===== src/rtl/accum_pkg.sv =====
// Shared types and helpers for the multi-channel accumulator.
// No logic; holds the dump-engine state encoding and a constant clog2.
// Used at elaboration time only, so it has no latency or backpressure role.
package accum_pkg;

  typedef enum logic [1:0] {
    IDLE = 2'd0,
    CAPT = 2'd1,
    PRES = 2'd2
  } dump_state_t;

  // Ceiling log2 for sizing channel and shift fields; clog2(1) = 0.
  function automatic int clog2(input int value);
    int r;
    r = 0;
    while ((1 << r) < value) begin
      r = r + 1;
    end
    return r;
  endfunction

endpackage


===== src/rtl/accum_sat_addsub.sv =====
// Combinational AW-bit add/subtract with saturate-or-wrap result select.
// Latency: zero cycles, purely combinational.
// Backpressure: none; the caller decides whether the result is committed.
module accum_sat_addsub #(
  parameter int AW = 16
)(
  input  logic [AW-1:0] a,
  input  logic [AW-1:0] b,
  input  logic          sub,
  input  logic          sat,
  output logic [AW-1:0] y,
  output logic          ovf
);

  logic [AW:0] raw;

  // One extra bit captures carry-out on add or borrow on subtract; a
  // saturating result clamps toward the rail the operation was heading for.
  always_comb begin
    raw = sub ? ({1'b0, a} - {1'b0, b}) : ({1'b0, a} + {1'b0, b});
    ovf = raw[AW];
    y   = raw[AW-1:0];
    if (sat && raw[AW]) begin
      y = sub ? '0 : '1;
    end
  end

endmodule


===== src/rtl/accum_mc.sv =====
// Multi-channel accumulator with a read-and-clear dump engine per request.
// Latency: accumulate visible next cycle; dump output valid two edges after request.
// Backpressure: IN_RDY drops only during the capture cycle; dump output holds until DUMP_RDY.
module accum_mc
  import accum_pkg::*;
#(
  parameter  int DW  = 8,
  parameter  int AW  = 16,
  parameter  int NCH = 4,
  localparam int CW  = (clog2(NCH) > 1) ? clog2(NCH) : 1,
  localparam int SW  = clog2(AW) + 1
)(
  input  logic          C,
  input  logic          CLR,
  input  logic          IN_VLD,
  output logic          IN_RDY,
  input  logic [CW-1:0] IN_CH,
  input  logic [DW-1:0] IN_D,
  input  logic          IN_SUB,
  input  logic          MODE_SAT,
  input  logic          DUMP_REQ,
  input  logic [CW-1:0] DUMP_CH,
  input  logic [SW-1:0] DUMP_SHIFT,
  output logic          DUMP_BUSY,
  output logic          DUMP_VLD,
  input  logic          DUMP_RDY,
  output logic [AW-1:0] DUMP_Q,
  output logic          DUMP_OVF
);

  dump_state_t   state;
  dump_state_t   next_state;

  logic [AW-1:0] acc [NCH];
  logic          ovf [NCH];

  logic [CW-1:0] cap_ch;
  logic [SW-1:0] cap_shift;
  logic [AW-1:0] q_reg;
  logic          ovf_reg;

  logic          in_ch_ok;
  logic          dump_ch_ok;
  logic          acc_fire;
  logic          dump_accept;
  logic [AW-1:0] operand;
  logic [AW-1:0] sum;
  logic          sum_ovf;

  // Out-of-range channel numbers are dropped silently on both paths.
  assign in_ch_ok    = (int'(IN_CH) < NCH);
  assign dump_ch_ok  = (int'(DUMP_CH) < NCH);
  assign acc_fire    = IN_VLD && IN_RDY && in_ch_ok;
  assign dump_accept = (state == IDLE) && DUMP_REQ && dump_ch_ok;
  assign operand     = AW'(IN_D);

  accum_sat_addsub #(
    .AW (AW)
  ) u_addsub (
    .a   (acc[IN_CH]),
    .b   (operand),
    .sub (IN_SUB),
    .sat (MODE_SAT),
    .y   (sum),
    .ovf (sum_ovf)
  );

  // Dump engine state register.
  always_ff @(posedge C or posedge CLR) begin
    if (CLR) begin
      state <= IDLE;
    end else begin
      state <= next_state;
    end
  end

  // Dump engine transitions and the handshake outputs derived from state.
  always_comb begin
    next_state = state;
    IN_RDY     = 1'b1;
    DUMP_BUSY  = 1'b0;
    DUMP_VLD   = 1'b0;
    DUMP_Q     = '0;
    DUMP_OVF   = 1'b0;
    case (state)
      IDLE: begin
        if (dump_accept) begin
          next_state = CAPT;
        end
      end
      CAPT: begin
        IN_RDY     = 1'b0;
        DUMP_BUSY  = 1'b1;
        next_state = PRES;
      end
      PRES: begin
        DUMP_BUSY = 1'b1;
        DUMP_VLD  = 1'b1;
        DUMP_Q    = q_reg;
        DUMP_OVF  = ovf_reg;
        if (DUMP_RDY) begin
          next_state = IDLE;
        end
      end
      default: begin
        next_state = IDLE;
      end
    endcase
  end

  // Latch the dump target and shift when a request is taken.
  always_ff @(posedge C or posedge CLR) begin
    if (CLR) begin
      cap_ch    <= '0;
      cap_shift <= '0;
    end else if (dump_accept) begin
      cap_ch    <= DUMP_CH;
      cap_shift <= DUMP_SHIFT;
    end
  end

  // Snapshot the shifted accumulator and its sticky flag during capture.
  always_ff @(posedge C or posedge CLR) begin
    if (CLR) begin
      q_reg   <= '0;
      ovf_reg <= 1'b0;
    end else if (state == CAPT) begin
      q_reg   <= (int'(cap_shift) >= AW) ? '0 : (acc[cap_ch] >> cap_shift);
      ovf_reg <= ovf[cap_ch];
    end
  end

  // Per-channel accumulators; capture clears the dumped channel, and since
  // IN_RDY is low in capture the two writes never collide.
  always_ff @(posedge C or posedge CLR) begin
    if (CLR) begin
      for (int i = 0; i < NCH; i++) begin
        acc[i] <= '0;
        ovf[i] <= 1'b0;
      end
    end else begin
      if (state == CAPT) begin
        acc[cap_ch] <= '0;
        ovf[cap_ch] <= 1'b0;
      end
      if (acc_fire) begin
        acc[IN_CH] <= sum;
        ovf[IN_CH] <= ovf[IN_CH] | sum_ovf;
      end
    end
  end

endmodule


===== config.mk =====
export PLATFORM = sky130hd
export DESIGN_NAME = accum_mc
export DESIGN_NICKNAME = d
export VERILOG_FILES = /design/src/rtl/accum_pkg.sv /design/src/rtl/accum_sat_addsub.sv /design/src/rtl/accum_mc.sv
export SDC_FILE = /design/constraint.sdc
export NUM_CORES = 1
export LEC_CHECK = 0
export ABC_CLOCK_PERIOD_IN_PS = 2800
export CORE_MARGIN = 4
export CORE_UTILIZATION = 54
export DETAILED_ROUTE_END_ITERATION = 7
export PLACE_DENSITY = 0.77
export REMOVE_ABC_BUFFERS = 1
export SLEW_MARGIN = 20
export SYNTH_ARGS = -nofsm -noshare
export SYNTH_HDL_FRONTEND = slang
export SYNTH_SLANG_ARGS = --single-unit

===== constraint.sdc =====
create_clock -name C -period 2.8 [get_ports C]
set_input_delay 0.28 -clock C [delete_from_list [all_inputs] [get_ports C]]
set_output_delay 0.28 -clock C [all_outputs]
set_load 0.05 [all_outputs]

==> qor.txt <==
n_diodes: 0
mapped cell area: 6580 um2
Area Overhead vs Synth: 35.1%
Initial Util: 55.0%
Die Area: 14,000 um2
share of flip-flops with an asynchronous set or reset: 100%
CP arrival: 3.24 ns
Final Hold Vio Count: 0
H-tree depth: 3
maximum vdd drop: 605 uV
IO Count: 44
GRT met1 Usage: 37.8%
clock skew: 0.00981 ns
fraction of layout cells with a size suffix above 1: 37.1%
Sink Count: 94
CP Launch Type: flop
vias post-DR: 6,269
max_cap viols: 0
area leader, netlist: dfrtp_1
I/O Buffers: 43
Yosys Warn Count: 0
worst-margin pin slew: 0.810 ns
final instance area: 8890 um2
hold slack: 0.270 ns
drt total wl: 20.7 mm
Post-Syn Instances: 678
vias in the first global route: 6,225
Die Y: 118 um
EDFF count, synth: 0
kind of critical path: flop to flop
post-synth top area share: 35.7%
first-pass GRT wire length: 32.5 mm
CTS Hold Bufs: 0
Final Worst Setup Slack: -0.244 ns
Nets: 877
antenna viol nets, final: 0
Die Wd: 118 um
syn_area_per_cell: 9.71 um2
minimum clock period: 3.04 ns
Distinct cells, synth: 73
GRT Overall Usage: 29.2%
pwr dens: 1150 nW/um2
GPL Wtd Cong: 0.996
Peak Freq: 0.329 GHz
Final Setup Violations: 68
#FFs+latches synth: 94
clock buffer depth: 2
flip-flop count of the largest register after layout: 64
Main synth FF type: dfrtp_1
count of pins over their slew limit: 0
DR WL/cell: 21.1 um
Slew HR: 45.9%
Initial DRT Pass Iterations: 5
DP HPWL: 14.6 mm
clk_lat worst skew: 0.35 ns
worst min path class: primary input to asynchronous set/reset pin
DP Worst Slack: -1.12 ns
largest net degree at the start of global routing: 45
gr busiest metal: met2
Worst setup EP type: flop
most common cell in the synthesized netlist: nand2_1
status: finished with violations
# rows: 40
grt ovf: 0
failing checks: setup timing
initial antenna violation count: 0
met2 usage: 48.6%
Leakage: 4.01 nW
placed cell area: 8000 um2
Num CTS Buffers: 9
Residual DRC: 0
most frequent cells after synthesis: nand2_1 (97), dfrtp_1 (94), nor2_1 (41), o21ai_1 (41), a21oi_1 (38)
RSZ-0062 raised after global routing: true
Seq/Total Area, Yosys: 35.7%
via/cell ratio: 6.39
fin crit share: 109%
largest cells by area after synthesis: dfrtp_1 (36%), mux4_2 (12%), nand2_1 (5.5%)
drt initial violations: 762
clock slew at reported path FFs: 0.07 ns
Core ar.: 12,000 um2
Req. time, crit path: 3.00 ns
CP max FO: 5
Clk Tree Root Cell: clkbuf_16
TritonCTS clock tree: done
met3 Use GR: 5.41%
[logic make-up (layout without fill, tap and decap cells)]
family	Yosys count	in the layout	share of synthesized area, %
muxes	61	61	16.3
adders and majority gates	23	23	4.48
xor gates and xnor gates	17	17	2.26
AOI/OAI and AO/OA	185	185	20.0
DFF	94	94	35.7
buffers and inverters	71	226	4.92
and+or+nand+nor	227	228	16.2
[worst paths after layout]
check                         start           end  slack [ns]  cells after the start
min in group C             q_reg[8]      q_reg[8]        0.49                      1
max reg2reg                  acc[0]        acc[9]       -0.24                     13
min                             CLR  cap_shift[3]        0.27                      2
max in group asynchronous       CLR       acc[56]        1.82                      3
max                          acc[0]        acc[9]       -0.24                     13
min reg2reg                q_reg[8]      q_reg[8]        0.49                      1
[layout make-up]
type / count / area, um2
tap: 147 / 184
sequential: 94 / 2350
multi-input combinational: 514 / 4340
inverter: 26 / 98.8
clock inverter: 3 / 67.6
clock buffer: 12 / 256
timing repair buffer: 185 / 1590
fill: 761 / 3070
[placed cells by master, fill, tap and decap left out, types with 6 or more instances in the layout]
cell type / n
a21oi_2: 17
a21o_1: 7
buf_4: 129
mux2_2: 11
o21ai_2: 15
o21ai_0: 10
nor3_1: 7
dfrtp_1: 94
nor2_1: 40
ha_4: 9
mux2i_1: 14
o211ai_1: 8
nand2_1: 92
mux4_2: 36
a21oi_1: 31
nand3_1: 27
clkbuf_16: 9
o21ai_1: 32
dlymetal6s2s_1: 7
buf_6: 8
clkdlybuf4s50_1: 30
a21oi_4: 6
inv_2: 6
inv_1: 18
and2_1: 16
ha_1: 12
xnor2_1: 13
[power breakdown]
| group | internal (mW) | switching, mW |
|---|---|---|
| clock network | 0.827 | 0.518 |
| registers | 1.90 | 0.442 |
| logic | 3.00 | 3.56 |
| total | 5.73 | 4.52 |
[metal layers]
layer,up-vias,wire length (um)
li1,2791,-
met1,3096,8100
met5,-,0
met2,320,10300
met3,62,1570
met4,0,706
[critical path, stage by stage (launching register included)]
cell and delay, ns:
dfrtp_1 0.38, mux4_2 0.48, inv_2 0.09, ha_4 0.14, inv_2 0.04, fa_2 0.34, a211oi_2 0.20, buf_4 0.17
o211ai_4 0.11, nand3_4 0.11, nand4_1 0.21, and2_4 0.30, a21oi_4 0.23, o21ai_1 0.09
[metrics by stage]
stage / total power, mW / setup TNS [ns] / util, % / cells
after detailed placement: 8.13 / -66.77 / 66.9 / 953
final: 10.3 / -11.15 / 74.4 / 981
after CTS: 9.93 / -7.01 / 72.7 / 975
after floorplan: 5.97 / -37.42 / - / 633
after global routing: 10.8 / -16.73 / 74.4 / 981
after global placement: 7.92 / -59.44 / 66.9 / 953
[repair_timing]
item                                    CTS  global route
gates resized for setup                  86            39
cloned                                    1             0
pin swaps                                40            25
setup buffers                             6             6
endpoints found under the setup margin   68            73
Power figures use the tool's default switching activity.
